===== src/rtl/io_input_responder.sv =====
// -----------------------------------------------------------------------------
// io_input_responder
//
// Memory-mapped responder for CPU reads of board inputs (DIP switches and push
// buttons) on the mini_rv data bus. Raw pins are synchronised through two
// flops. Buttons are then debounced. Button presses and switch changes are
// latched in write-1-to-clear event flags, and a press counter is kept.
// Read data and the hit strobe are combinational from addr so the top level
// can mux them against RAM read data within the same cycle.
//
// Register map (byte offsets from BASE_ADDR, addr[1:0] ignored):
//   0x00 SW    zero-extended synchronised switches   (read only)
//   0x04 BTN   zero-extended debounced buttons       (read only)
//   0x08 EVT   [NUM_BTN-1:0] press flags, [8] switch change, W1C
//   0x0C PCNT  press counter, any write clears
//   0x10 IMASK interrupt mask, layout as EVT (only with IO_IRQ_EN)
//
// Optional feature macro: IO_IRQ_EN
//   defined   -> IMASK register exists and irq is a registered event interrupt
//   undefined -> 0x10 is unmapped and irq is tied low
//
// Ports:
//   clk     in   CPU clock, all state on the rising edge
//   rst_n   in   asynchronous active-low reset
//   addr    in   32-bit bus byte address
//   we      in   bus write enable
//   wdata   in   32-bit bus write data
//   switch  in   SW_WIDTH raw asynchronous switch pins
//   button  in   NUM_BTN raw asynchronous button pins, 1 = pressed
//   rdata   out  32-bit read data, combinational from addr
//   hit     out  addr selects a register of this block
//   irq     out  event interrupt
// -----------------------------------------------------------------------------
module io_input_responder #(
  parameter logic [31:0] BASE_ADDR       = 32'hffff_f070,
  parameter int          SW_WIDTH        = 24,
  parameter int          NUM_BTN         = 5,
  parameter int          DEBOUNCE_CYCLES = 50000,
  parameter int          CNT_W           = 16
) (
  input  logic                clk,
  input  logic                rst_n,
  input  logic [31:0]         addr,
  input  logic                we,
  input  logic [31:0]         wdata,
  input  logic [SW_WIDTH-1:0] switch,
  input  logic [NUM_BTN-1:0]  button,
  output logic [31:0]         rdata,
  output logic                hit,
  output logic                irq
);

  localparam int              DB_W      = $clog2(DEBOUNCE_CYCLES) + 1;
  localparam logic [DB_W-1:0] DB_LAST   = DB_W'(DEBOUNCE_CYCLES - 1);
  localparam logic [29:0]     BASE_WORD = BASE_ADDR[31:2];
  localparam logic [7:0]      BTN_MASK  = 8'((9'd1 << NUM_BTN) - 9'd1);
  // Only implemented EVT bits can ever be set or read back as 1.
  localparam logic [8:0]      EVT_MASK  = {1'b1, BTN_MASK};

  // ---------------------------------------------------------------------------
  // Address decode (word granular)
  // ---------------------------------------------------------------------------
  logic [29:0] word_s;
  logic        sel_sw_s;
  logic        sel_btn_s;
  logic        sel_evt_s;
  logic        sel_pcnt_s;

  assign word_s     = addr[31:2];
  assign sel_sw_s   = (word_s == BASE_WORD);
  assign sel_btn_s  = (word_s == BASE_WORD + 30'd1);
  assign sel_evt_s  = (word_s == BASE_WORD + 30'd2);
  assign sel_pcnt_s = (word_s == BASE_WORD + 30'd3);

  // Bits that never take part in decode or register writes.
  logic unused_s;
  assign unused_s = ^{addr[1:0], wdata[31:9]};

  // ---------------------------------------------------------------------------
  // State
  // ---------------------------------------------------------------------------
  logic [SW_WIDTH-1:0]           sw_meta_q;
  logic [SW_WIDTH-1:0]           sw_s_q;
  logic [SW_WIDTH-1:0]           sw_prev_q;
  logic [NUM_BTN-1:0]            btn_meta_q;
  logic [NUM_BTN-1:0]            btn_s_q;
  logic [NUM_BTN-1:0]            stable_q;
  logic [NUM_BTN-1:0]            stable_d;
  logic [NUM_BTN-1:0][DB_W-1:0]  db_cnt_q;
  logic [NUM_BTN-1:0][DB_W-1:0]  db_cnt_d;
  logic [8:0]                    evt_q;
  logic [8:0]                    evt_d;
  logic [CNT_W-1:0]              pcnt_q;
  logic [CNT_W-1:0]              pcnt_d;

  logic [NUM_BTN-1:0]            press_s;
  logic [7:0]                    press_ext_s;
  logic                          sw_chg_s;
  logic [8:0]                    evt_set_s;
  logic [8:0]                    evt_clr_s;

  // Two-flop synchronisers for the raw pins plus the switch change reference
  always_ff @(posedge clk or negedge rst_n) begin
    if (!rst_n) begin
      sw_meta_q  <= '0;
      sw_s_q     <= '0;
      sw_prev_q  <= '0;
      btn_meta_q <= '0;
      btn_s_q    <= '0;
    end else begin
      sw_meta_q  <= switch;
      sw_s_q     <= sw_meta_q;
      sw_prev_q  <= sw_s_q;
      btn_meta_q <= button;
      btn_s_q    <= btn_meta_q;
    end
  end

  // Debounce: a button's stable value flips only after the synchronised input
  // has disagreed with it for DEBOUNCE_CYCLES consecutive edges.
  always_comb begin
    stable_d = stable_q;
    db_cnt_d = '0;
    for (int i = 0; i < NUM_BTN; i++) begin
      if (btn_s_q[i] != stable_q[i]) begin
        if (db_cnt_q[i] == DB_LAST) begin
          stable_d[i] = btn_s_q[i];
          db_cnt_d[i] = '0;
        end else begin
          db_cnt_d[i] = db_cnt_q[i] + DB_W'(1);
        end
      end else begin
        // Agreement (including a bounce back) restarts the count.
        db_cnt_d[i] = '0;
      end
    end
  end

  // Event flag and press counter next state
  always_comb begin
    press_s        = stable_d & ~stable_q;
    press_ext_s    = 8'd0;
    press_ext_s[NUM_BTN-1:0] = press_s;
    sw_chg_s       = (sw_s_q != sw_prev_q);
    evt_set_s      = {sw_chg_s, press_ext_s};
    if (we && sel_evt_s) begin
      evt_clr_s = wdata[8:0];
    end else begin
      evt_clr_s = 9'd0;
    end
    // Set is applied after clear so a colliding set wins.
    evt_d = ((evt_q & ~evt_clr_s) | evt_set_s) & EVT_MASK;

    if (we && sel_pcnt_s) begin
      pcnt_d = '0;
    end else if (|press_s) begin
      // Simultaneous presses count once; natural wrap at 2^CNT_W.
      pcnt_d = pcnt_q + CNT_W'(1);
    end else begin
      pcnt_d = pcnt_q;
    end
  end

  // Debounced state, event flags and press counter registers
  always_ff @(posedge clk or negedge rst_n) begin
    if (!rst_n) begin
      stable_q <= '0;
      db_cnt_q <= '0;
      evt_q    <= 9'd0;
      pcnt_q   <= '0;
    end else begin
      stable_q <= stable_d;
      db_cnt_q <= db_cnt_d;
      evt_q    <= evt_d;
      pcnt_q   <= pcnt_d;
    end
  end

`ifdef IO_IRQ_EN
  // ---------------------------------------------------------------------------
  // Interrupt mask and registered interrupt
  // ---------------------------------------------------------------------------
  logic       sel_imask_s;
  logic [8:0] imask_q;
  logic [8:0] imask_d;
  logic       irq_q;

  assign sel_imask_s = (word_s == BASE_WORD + 30'd4);

  // Interrupt mask next state
  always_comb begin
    if (we && sel_imask_s) begin
      imask_d = wdata[8:0] & EVT_MASK;
    end else begin
      imask_d = imask_q;
    end
  end

  // Mask register and interrupt; irq tracks the flags being committed this edge
  always_ff @(posedge clk or negedge rst_n) begin
    if (!rst_n) begin
      imask_q <= 9'd0;
      irq_q   <= 1'b0;
    end else begin
      imask_q <= imask_d;
      irq_q   <= |(evt_d & imask_d);
    end
  end

  assign irq = irq_q;
`else
  assign irq = 1'b0;
`endif

  // Combinational read mux; unmapped words return zero with no hit
  always_comb begin
    rdata = 32'd0;
    hit   = 1'b0;
    if (sel_sw_s) begin
      hit = 1'b1;
      rdata[SW_WIDTH-1:0] = sw_s_q;
    end else if (sel_btn_s) begin
      hit = 1'b1;
      rdata[NUM_BTN-1:0] = stable_q;
    end else if (sel_evt_s) begin
      hit = 1'b1;
      rdata[8:0] = evt_q;
    end else if (sel_pcnt_s) begin
      hit = 1'b1;
      rdata[CNT_W-1:0] = pcnt_q;
`ifdef IO_IRQ_EN
    end else if (sel_imask_s) begin
      hit = 1'b1;
      rdata[8:0] = imask_q;
`endif
    end else begin
      hit   = 1'b0;
      rdata = 32'd0;
    end
  end

endmodule


===== config.mk =====
export PLATFORM = sky130hd
export DESIGN_NAME = io_input_responder
export DESIGN_NICKNAME = d
export VERILOG_FILES = /design/src/rtl/io_input_responder.sv
export SDC_FILE = /design/constraint.sdc
export NUM_CORES = 1
export LEC_CHECK = 0
export ABC_AREA = 1
export CAP_MARGIN = 5
export CELL_PAD_IN_SITES_DETAIL_PLACEMENT = 0
export CELL_PAD_IN_SITES_GLOBAL_PLACEMENT = 1
export CORE_MARGIN = 4
export CORE_UTILIZATION = 35
export CTS_CLUSTER_DIAMETER = 120
export DETAILED_ROUTE_END_ITERATION = 10
export GPL_TIMING_DRIVEN = 0
export PLACE_DENSITY_LB_ADDON = 0.1
export SYNTH_ARGS = -nofsm -noshare
export SYNTH_HDL_FRONTEND = slang
export SYNTH_SLANG_ARGS = --single-unit

===== constraint.sdc =====
create_clock -name clk -period 1.9 [get_ports clk]
set_input_delay 0.19 -clock clk [delete_from_list [all_inputs] [get_ports clk]]
set_output_delay 0.19 -clock clk [all_outputs]
set_load 0.1 [all_outputs]

==> Yosys cells after proc, flatten, opt, wreduce, memory -nomap -nowiden <==
Index checks and enable logic that the tools add are counted.
{ "totals": {"regBits": 194, "in_bits": 96} }
{ "op_classes": {"addsub": 6, "eq_ne": 15, "n_mux": 34, "bitwise": 5, "n_reduce_logical": 4} }
{ "op_table": {"columns": ["op", "n"], "rows": [
  ["two-way mux 17 bit", 10],
  ["== test 30 bit (second input constant)", 4],
  ["adder 17 x 1 -> 17 bit (second input constant)", 5],
  ["== test 17 x 16 -> 1 bit (second input constant)", 5],
  ["two-way mux 16 bit", 3],
  ["two-way mux 27 bit", 1],
  ["two-way mux 24 bit", 1],
  ["inequality test 24 bit", 1],
  ["two-way mux 9 bit", 2],
  ["adder 16 x 1 -> 16 bit (second input constant)", 1],
  ["two-way mux 1 bit", 14],
  ["AND 9 bit", 1],
  ["inverter 9 bit", 1],
  ["bitwise OR 9 bit", 1],
  ["two-way mux 8 bit", 1],
  ["two-way mux 7 bit", 1],
  ["AND 5 bit", 1],
  ["two-way mux 5 bit", 1],
  ["inequality test 1 bit", 5],
  ["inverter 5 bit", 1],
  ["OR reduction 5 bit", 1],
  ["logical AND 1 bit", 2],
  ["nonzero test 2 bit", 1]
]} }

==> Longest topological paths before layout <==
Gate-level depths: netlist of run 1.
{ "depth": {"depth_word": 7, "depth_mapped": 13, "mapped_depth_nobuf": 13} }

==> Worst setup path before layout of run 1 <==
OpenSTA, ideal clock, no wires.
{ "synth_path": {"path_type": "input to output", "from": "input port addr[10]", "to": "output port rdata[10]", "t_arrival_ns": 3.155, "setup_slack_ns": -1.445, "cell_stages": 8, "path_buffers": 1, "cell_sequence": "inv_1 > nand2_1 > nor2_1 > nand2_1 > nor2_1 > nand2_1 > buf_2 > o31ai_1"} }
{ "synth_between": {"elab_chain_cells": 5, "word_cells_on_any_way": 8, "cone_classes": "eq/ne: 4; mux: 4"} }
{ "synth_lines": {"columns": ["item", "line", "rtl"], "rows": [
  ["from (decl)", "43", "input logic [31:0] addr,"],
  ["== test 30 bit", "73", "assign sel_pcnt_s = (word_s == BASE_WORD + 30'd3);"],
  ["two-way mux 16 bit", "228", "end else if (sel_pcnt_s) begin"],
  ["two-way mux 7 bit", "225", "end else if (sel_evt_s) begin"],
  ["two-way mux 27 bit", "222", "end else if (sel_btn_s) begin"],
  ["two-way mux 24 bit *", "219", "if (sel_sw_s) begin"],
  ["to (decl)", "48", "output logic [31:0] rdata,"]
]} }
Mark *: on every way between the ends. The rest lies on a longest branch, timed or not.

==> Final worst setup path of run 1 <==
{ "layout_path": {"from": "input port addr[14]", "to": "output port rdata[4]"} }
{ "layout_between": {"elab_chain_cells": 5, "word_cells_on_any_way": 8, "cone_classes": "eq/ne: 4; mux: 4"} }
{ "layout_lines": {"columns": ["item", "line"], "rows": [
  ["== test 30 bit", "73"],
  ["two-way mux 16 bit", "228"],
  ["two-way mux 9 bit", "225"],
  ["two-way mux 5 bit", "222"],
  ["two-way mux 24 bit *", "219"]
]} }
Marks and branches as above.

==> load_flow_metrics.sql, run 1 <==
INSERT INTO impl_metrics (metric_group, metric, value, unit) VALUES
('setup_path', 'critPathMaxStageDelay', '0.24', 'ns'),
('finish', 'antennaDiodeCount', '0', ''),
('clock_tree', 'cts_buffers', '17', ''),
('finish', 'signed_area_change_from_the_synthesized_netlist_to_the_final_layout', '35.6', '%'),
('drt', 'postRouteWirelength', '23.4', 'mm'),
('yosys', 'synth-seq-cells', '194', ''),
('floorplanning', 'start_util', '35.7', '%'),
('timing', 'final_hold_viol_count', '0', ''),
('clock_tree', 'clkSlewWorstSetupHoldPaths', '0.09', 'ns'),
('setup_path', 'crit_fanout', '6', ''),
('floorplanning', 'coreArea', '26200', 'µm²'),
('place', 'gpl_congestion', '0.829', ''),
('floorplanning', 'floorplan.die.width', '171', 'µm'),
('timing', 'fin_crit', '1.86', 'ns'),
('clock_tree', 'clockBufferDepth', '2', ''),
('global_route', 'antenna_found_initial', '0', ''),
('setup_path', 'crit_slowest_cell', 'sky130_fd_sc_hd__nor3_4', ''),
('setup_path', 'path_cells', 'clkdlybuf4s15_1, nand2_1, nor2_2, nand2_4, nor3_4, and2_4, buf_8, nand2_4, nand3_2, nand2_2, nand2_2, buf_12', ''),
('flow_run', 'drv_cap', '0', ''),
('power', 'cellPowerDensity', '674', 'nW/µm²'),
('clock_tree', 'clkLatencyLatePin', '0.44', 'ns'),
('clock_tree', 'clock_tree.root_cell', 'sky130_fd_sc_hd__clkbuf_16', ''),
('clock_tree', 'clock-sinks', '194', ''),
('timing', 'tightestPinTransition', '0.721', 'ns'),
('setup_path', 'worstSetupEndpointType', 'primary output', ''),
('floorplanning', 'boundary_pin_count', '130', ''),
('timing', 'final.period_utilization', '98.0', '%'),
('yosys', 'synth_warnings', '0', ''),
('floorplanning', 'die_area', '29400', 'µm²'),
('setup_path', 'timing.setup.critical_path_class', 'primary input to primary output', ''),
('timing', 'final.setup.worst_slack', '0.0383', 'ns'),
('yosys', 'seq_area_frac_synth', '51.9', '%'),
('timing', 'setup_viol_count_final', '0', ''),
('power', 'total_power', '8550', 'µW'),
('min_path', 'hold_crit_path_type', 'primary input to register', ''),
('floorplanning', 'die-height', '171', 'µm'),
('power', 'worst_ir_drop_vdd', '519', 'µV'),
('finish', 'layout_net_count', '1365', ''),
('finish', 'drive_above_1_share', '24.5', '%'),
('global_route', 'grt_remaining_overflow', '0', ''),
('global_route', 'via_count_of_the_first_global_routing_pass', '7486', ''),
('timing', 'final_setup_skew', '0.0178', 'ns'),
('yosys', 'synth_area_per_cell', '8.53', 'µm²'),
('yosys', 'synth_largest_area_cell', 'sky130_fd_sc_hd__dfrtp_1', ''),
('drt', 'drcViolationCount', '0', ''),
('yosys', 'synth_most_common_cell', 'sky130_fd_sc_hd__nand2_1', ''),
('power', 'p_leak', '0.00559', 'µW'),
('drt', 'drt_iter0_markers', '490', ''),
('drt', 'avgRoutedWirePerCell', '14.5', 'µm'),
('drt', 'avgViaCountPerCell', '4.66', ''),
('finish', 'final_cell_count_no_fill', '1611', ''),
('timing', 'unrepaired_setup_endpoints_after_global_routing', 'yes', ''),
('yosys', 'post_synth_main_area_contributors', 'sky130_fd_sc_hd__dfrtp_1, sky130_fd_sc_hd__nand2_1, sky130_fd_sc_hd__nor2_1', ''),
('global_route', 'grt_util_all_layers', '16.5', '%'),
('timing', 'finalMaxSlewViolations', '0', ''),
('place', 'detailed_place_hpwl', '16.5', 'mm'),
('global_route', 'grt_start_max_net_pins', '103', ''),
('drt', 'drt_first_pass_iters', '5', ''),
('yosys', 'postSynth.asyncResetShare', '100', '%'),
('setup_path', 'critical_path_required', '1.71', 'ns'),
('timing', 'clock.fmax', '0.537', 'GHz'),
('timing', 'max_slew_margin', '51.9', '%'),
('drt', 'antenna_violating_nets_post_route', '0', ''),
('yosys', 'synth.top_cell.area_share', '51.9', '%'),
('yosys', 'synth.cells.most_frequent', 'sky130_fd_sc_hd__nand2_1, sky130_fd_sc_hd__dfrtp_1, sky130_fd_sc_hd__nor2_1', ''),
('clock_tree', 'tritoncts', 'yes', ''),
('setup_path', 'start_kind', 'primary input', ''),
('place', 'placement.setup.worst_slack', '-1.76', 'ns'),
('place', 'placed_cells_incl_taps', '1531', ''),
('global_route', 'global_route_wire_length_before_repair', '39.0', 'mm'),
('place', 'io_buffer_count', '91', ''),
('yosys', 'ys_flop_type', 'sky130_fd_sc_hd__dfrtp_1', ''),
('run_status', 'outcome', 'completed', ''),
('floorplanning', 'rows', '59', ''),
('yosys', 'synth.distinct_cells', '46', ''),
('setup_path', 'cp.arrival', '1.67', 'ns'),
('yosys', 'synthesis.area', '9350', 'µm²'),
('drt', 'vias', '7504', ''),
('yosys', 'netlist_instances', '1096', ''),
('clock_tree', 'cts_htree_levels', '4', ''),
('yosys', 'synth_edf_count', '0', '');
## layout by cell type, fill, tap and decap left out, types with 5 or more instances in the layout
cell type / n
sky130_fd_sc_hd__nor2_2: 19
sky130_fd_sc_hd__nand2_4: 8
sky130_fd_sc_hd__buf_12: 24
sky130_fd_sc_hd__nor3_1: 23
sky130_fd_sc_hd__inv_1: 115
sky130_fd_sc_hd__o31ai_4: 7
sky130_fd_sc_hd__buf_2: 15
sky130_fd_sc_hd__a21oi_1: 27
sky130_fd_sc_hd__buf_6: 15
sky130_fd_sc_hd__nand4_1: 42
sky130_fd_sc_hd__nor2_1: 163
sky130_fd_sc_hd__nor2_4: 26
sky130_fd_sc_hd__clkbuf_2: 7
sky130_fd_sc_hd__inv_8: 5
sky130_fd_sc_hd__nor3b_1: 9
sky130_fd_sc_hd__buf_8: 6
sky130_fd_sc_hd__clkbuf_16: 18
sky130_fd_sc_hd__nand3_4: 5
sky130_fd_sc_hd__nand3_2: 21
sky130_fd_sc_hd__conb_1: 9
sky130_fd_sc_hd__o21ai_0: 15
sky130_fd_sc_hd__clkdlybuf4s15_1: 5
sky130_fd_sc_hd__clkdlybuf4s50_1: 35
sky130_fd_sc_hd__xnor2_1: 14
sky130_fd_sc_hd__xor2_1: 47
sky130_fd_sc_hd__nor4_1: 9
sky130_fd_sc_hd__nand2_1: 170
sky130_fd_sc_hd__clkinv_8: 6
sky130_fd_sc_hd__inv_2: 8
sky130_fd_sc_hd__nand2_2: 33
sky130_fd_sc_hd__dfrtp_1: 194
sky130_fd_sc_hd__buf_4: 46
sky130_fd_sc_hd__nand3_1: 66
## critical path, delay by kind of cell
family                 cells  cell delay, ns
buffers and inverters      3            0.46
AND/OR/NAND/NOR            9            1.00
## through the flow
step	area (µm²)	util, %	hold WS (ns)	TNS (ns)
after floorplan	9600	-	-0.106	-1.11
after global placement	10900	41.7	0.332	-1596.62
after detailed placement	11000	41.8	0.255	-50.45
after CTS	12300	46.9	0.159	0
after global routing	12700	48.4	0.158	-0.395
final	12700	48.4	0.182	0
## routing by layer
layer	wire length, µm	global-route usage [%]
met2	11300	26.8
met3	639	2.94
met1	11400	23.6
met5	0	0
met4	114	3.07
## sequential cells by signal, indices dropped and copies added, names as in the netlist
signal and count:
btn_s_q 5, db_cnt_q 85, pcnt_q 16, btn_meta_q 5, sw_meta_q 24, sw_s_q 24, stable_q 5, sw_prev_q 24
evt_q 6
## power by group
group | switching (µW) | leakage (µW) | internal [µW]
Combinational | 331 | 0.00282 | 218
Sequential | 73.6 | 0.00248 | 4240
Clock | 1890 | 0.000296 | 1800
Total | 2290 | 0.00559 | 6260
## logic make-up (layout without fill, tap and decap cells)
| logic type | count (synthesis) | in the layout | synth area share (%) |
|---|---|---|---|
| AND/OR/NAND/NOR | 617 | 617 | 30.5 |
| other | 1 | 9 | 0.0401 |
| adder cells (fa/ha/maj) | 6 | 6 | 0.803 |
| buffers and inverters | 151 | 323 | 7.10 |
| XOR/XNOR | 61 | 61 | 5.71 |
| flip-flops | 194 | 194 | 51.9 |
| AO/OA/AOI/OAI | 66 | 66 | 3.93 |
## area by class of cell
cell class                 count  area (µm²)
buffer                        22         230
clock buffer                  17         425
clock inverter                15         184
fill                        2567       13500
inverter                     127         504
multi-input combinational    759        4520
sequential                   194        4850
tap                          335         419
timing repair buffer         142        1540
## timing repair
| item | 4_1_cts | 5_1_grt |
|---|---|---|
| endpoints found under the setup margin | 50 | 79 |
| buffers inserted | 29 | 20 |
| hold buffers | 1 | 0 |
| gates resized for setup | 362 | 101 |
| endpoints found under the hold margin | 92 | 0 |
| gates cloned | 3 | 1 |
| pin swaps | 46 | 59 |
## worst paths after layout
kind	startpoint	to	slack, ns	cells after the start
max	addr[14]	rdata[4]	0.04	12
min reg2reg	sw_meta_q[19]	sw_s_q[19]	0.35	0
min	switch[9]	sw_meta_q[9]	0.18	1
max reg2reg	db_cnt_q[51]	pcnt_q[5]	0.10	12
min in group asynchronous	rst_n	db_cnt_q[84]	0.32	2
max in group asynchronous	rst_n	db_cnt_q[4]	0.62	3
Power figures use the tool's default switching activity.
==> run 2, diff against run 1 <==
Settings changed: CORE_MARGIN 4 to 1, HOLD_SLACK_MARGIN from default to 0.12.
==> run 2 against run 1 <==
Against the previous run: the flow now finishes with violations (design-rule violations); die area fell by 6.9%; clock skew down 0.0033 ns; first-iteration DRC count decreased by 36%; combinational power hardly changed; register-to-register slack gained 0.02 ns; non-clock buffer count fell by 3; total power up 0.19%; via count rose by 0.67%; global-route usage grew 1.1 points; routed wire length is 1.2% lower; maximum frequency up 0.72%.
==> load_flow_metrics.sql, run 2 (synthesis gave the netlist of run 1 again) <==
INSERT INTO impl_metrics (metric_group, metric, value, unit) VALUES
('run_status', 'outcome', 'finished, violations left', ''),
('run_status', 'violations', 'design-rule violations', ''),
('place', 'placed_cells_incl_taps', '1531', ''),
('timing', 'fin_crit', '1.85', 'ns'),
('flow_run', 'drv_cap', '0', ''),
('floorplanning', 'rows', '59', ''),
('setup_path', 'timing.reg2reg.worst_path_depth', '12', ''),
('drt', 'drt_first_pass_iters', '8', ''),
('clock_tree', 'tritoncts', 'yes', ''),
('timing', 'finalSetupTns', '0', 'ns'),
('timing', 'max_slew_margin', '47.5', '%'),
('finish', 'largest_register', 'db_cnt_q', ''),
('finish', 'final_common_cell', 'sky130_fd_sc_hd__dfrtp_1', ''),
('drt', 'drcViolationCount', '8', ''),
('floorplanning', 'floorplan.die.width', '165', 'µm'),
('setup_path', 'timing.rr.start', 'db_cnt_q[34]', ''),
('timing', 'setup_viol_count_final', '0', ''),
('setup_path', 'ff2ff_setup_slack', '0.12', 'ns'),
('finish', 'final_cell_count_no_fill', '1608', ''),
('drt', 'vias', '7554', ''),
('setup_path', 'crit_fanout', '5', ''),
('timing', 'tightestPinTransition', '0.787', 'ns'),
('power', 'total_power', '8570', 'µW'),
('setup_path', 'r2r_end', 'pcnt_q[4]', ''),
('clock_tree', 'clock-sinks', '194', ''),
('setup_path', 'worstSetupEndpointType', 'primary output', ''),
('clock_tree', 'clkSlewWorstSetupHoldPaths', '0.08', 'ns'),
('timing', 'final_hold_viol_count', '0', ''),
('finish', 'layout_net_count', '1362', ''),
('timing', 'finalMaxSlewViolations', '0', ''),
('setup_path', 'critical_path_required', '1.71', 'ns'),
('global_route', 'global_route_wire_length_before_repair', '37.4', 'mm'),
('drt', 'antenna_violating_nets_post_route', '0', ''),
('global_route', 'grt_remaining_overflow', '0', ''),
('min_path', 'holdCritStartpoint', 'button[2]', ''),
('setup_path', 'cp.arrival', '1.66', 'ns'),
('power', 'p_leak', '0.00558', 'µW'),
('clock_tree', 'cts_buffers', '17', ''),
('global_route', 'grt_start_max_net_pins', '102', ''),
('finish', 'antennaDiodeCount', '0', ''),
('finish', 'multi_input_area', '4420', 'µm²'),
('finish', 'final_cell_mix', 'sky130_fd_sc_hd__dfrtp_1, sky130_fd_sc_hd__nand2_1, sky130_fd_sc_hd__nor2_1', ''),
('min_path', 'hold_path_depth', '1', ''),
('global_route', 'grt_util_all_layers', '17.7', '%'),
('timing', 'clock.fmax', '0.541', 'GHz'),
('drt', 'drt_iter0_markers', '312', ''),
('power', 'cellPowerDensity', '683', 'nW/µm²'),
('clock_tree', 'clock_tree.root_cell', 'sky130_fd_sc_hd__clkbuf_16', ''),
('floorplanning', 'coreArea', '26100', 'µm²'),
('timing', 'unrepaired_setup_endpoints_after_global_routing', 'yes', ''),
('finish', 'signed_area_change_from_the_synthesized_netlist_to_the_final_layout', '34.1', '%'),
('place', 'detailed_place_hpwl', '16.2', 'mm'),
('power', 'worst_ir_drop_vdd', '530', 'µV'),
('clock_tree', 'clockBufferDepth', '2', ''),
('setup_path', 'timing.setup.critical_path_class', 'primary input to primary output', ''),
('min_path', 'hold_crit_path_type', 'primary input to register', ''),
('timing', 'final.period_utilization', '97.3', '%'),
('finish', 'sequential_cell_area', '4860', 'µm²'),
('floorplanning', 'start_util', '35.8', '%'),
('finish', 'largest_register_ff_count', '85', ''),
('timing', 'final_setup_skew', '0.0144', 'ns'),
('drt', 'postRouteWirelength', '23.2', 'mm'),
('drt', 'avgRoutedWirePerCell', '14.4', 'µm'),
('min_path', 'hold-path-endpoint', 'btn_meta_q[2]', ''),
('finish', 'fillers', '2554', ''),
('drt', 'avgViaCountPerCell', '4.70', ''),
('clock_tree', 'clkLatencyLatePin', '0.44', 'ns'),
('global_route', 'antenna_found_initial', '1', ''),
('setup_path', 'start_kind', 'primary input', ''),
('place', 'gpl_congestion', '0.844', ''),
('global_route', 'via_count_of_the_first_global_routing_pass', '7278', ''),
('floorplanning', 'boundary_pin_count', '130', ''),
('floorplanning', 'die-height', '165', 'µm'),
('floorplanning', 'die_area', '27400', 'µm²'),
('finish', 'drive_above_1_share', '22.9', '%'),
('place', 'io_buffer_count', '91', ''),
('clock_tree', 'cts_htree_levels', '4', '');
[run 2: worst max-delay path by stage]
stage	from	to	slack, ns	depth (start not counted)
6_report	addr[12]	rdata[5]	0.05	10
5_1_grt	addr[7]	rdata[15]	-0.02	11
4_1_cts	db_cnt_q[68]	db_cnt_q[83]	0.003	7
3_5_place_dp	addr[6]	rdata[6]	-1.62	10
3_3_place_gp	rst_n	db_cnt_q[17]	-8.00	1
2_1_floorplan	addr[7]	rdata[11]	-0.51	6
[run 2: power breakdown]
group | total, µW | internal [µW] | switching, µW | leakage (µW)
sequential | 4310 | 4240 | 75.5 | 0.00248
combinational | 550 | 222 | 327 | 0.00281
clock | 3700 | 1900 | 1800 | 0.000295
total | 8570 | 6360 | 2200 | 0.00558
[run 2: critical path, stage by stage]
cell	delay [ns]
sky130_fd_sc_hd__clkdlybuf4s15_1	0.17
sky130_fd_sc_hd__nand2_2	0.06
sky130_fd_sc_hd__nor2_4	0.09
sky130_fd_sc_hd__nand2_4	0.10
sky130_fd_sc_hd__buf_6	0.13
sky130_fd_sc_hd__nor2_4	0.12
sky130_fd_sc_hd__nand2_4	0.10
sky130_fd_sc_hd__buf_12	0.16
sky130_fd_sc_hd__o31ai_4	0.30
sky130_fd_sc_hd__buf_12	0.22
[run 2: routing by layer]
metal  global-route usage, %  up-vias  share of wire [%]
met4                    4.09        2                1.1
met2                    28.0       92                 48
met3                    3.37       18                2.7
met5                       0        -              0.052
met1                    24.8     3596                 48
li1                        -     3846                  -
[run 2: metrics by stage]
step / utilization (%) / hold WS (ns) / setup slack (ns) / instance area (µm²)
after floorplan: - / -0.106 / -0.509 / 9600
after global placement: 41.8 / 0.333 / -8.00 / 10900
after detailed placement: 42.0 / 0.277 / -1.62 / 11000
after CTS: 46.5 / 0.159 / 0.00279 / 12100
after global routing: 48.0 / 0.159 / -0.0204 / 12500
final: 48.0 / 0.183 / 0.0517 / 12500
[run 2: final cells by class]
type	count	area share, %
plain buffers	24	1.92
clock inverters	15	1.47
multi-input cells	759	35.3
flip-flops and latches	194	38.7
repair buffers	137	12.0
inverters	127	3.92
clock buffers	17	3.39
well taps	335	3.34
[run 2: repair_timing]
| item | in CTS | in global routing |
|---|---|---|
| pin swaps | 35 | 52 |
| gates cloned | 2 | 2 |
| endpoints found under the hold margin | 100 | 0 |
| gates resized for setup | 320 | 111 |
| hold buffers | 1 | 0 |
| buffers inserted | 28 | 13 |
| setup endpoints to repair | 45 | 72 |
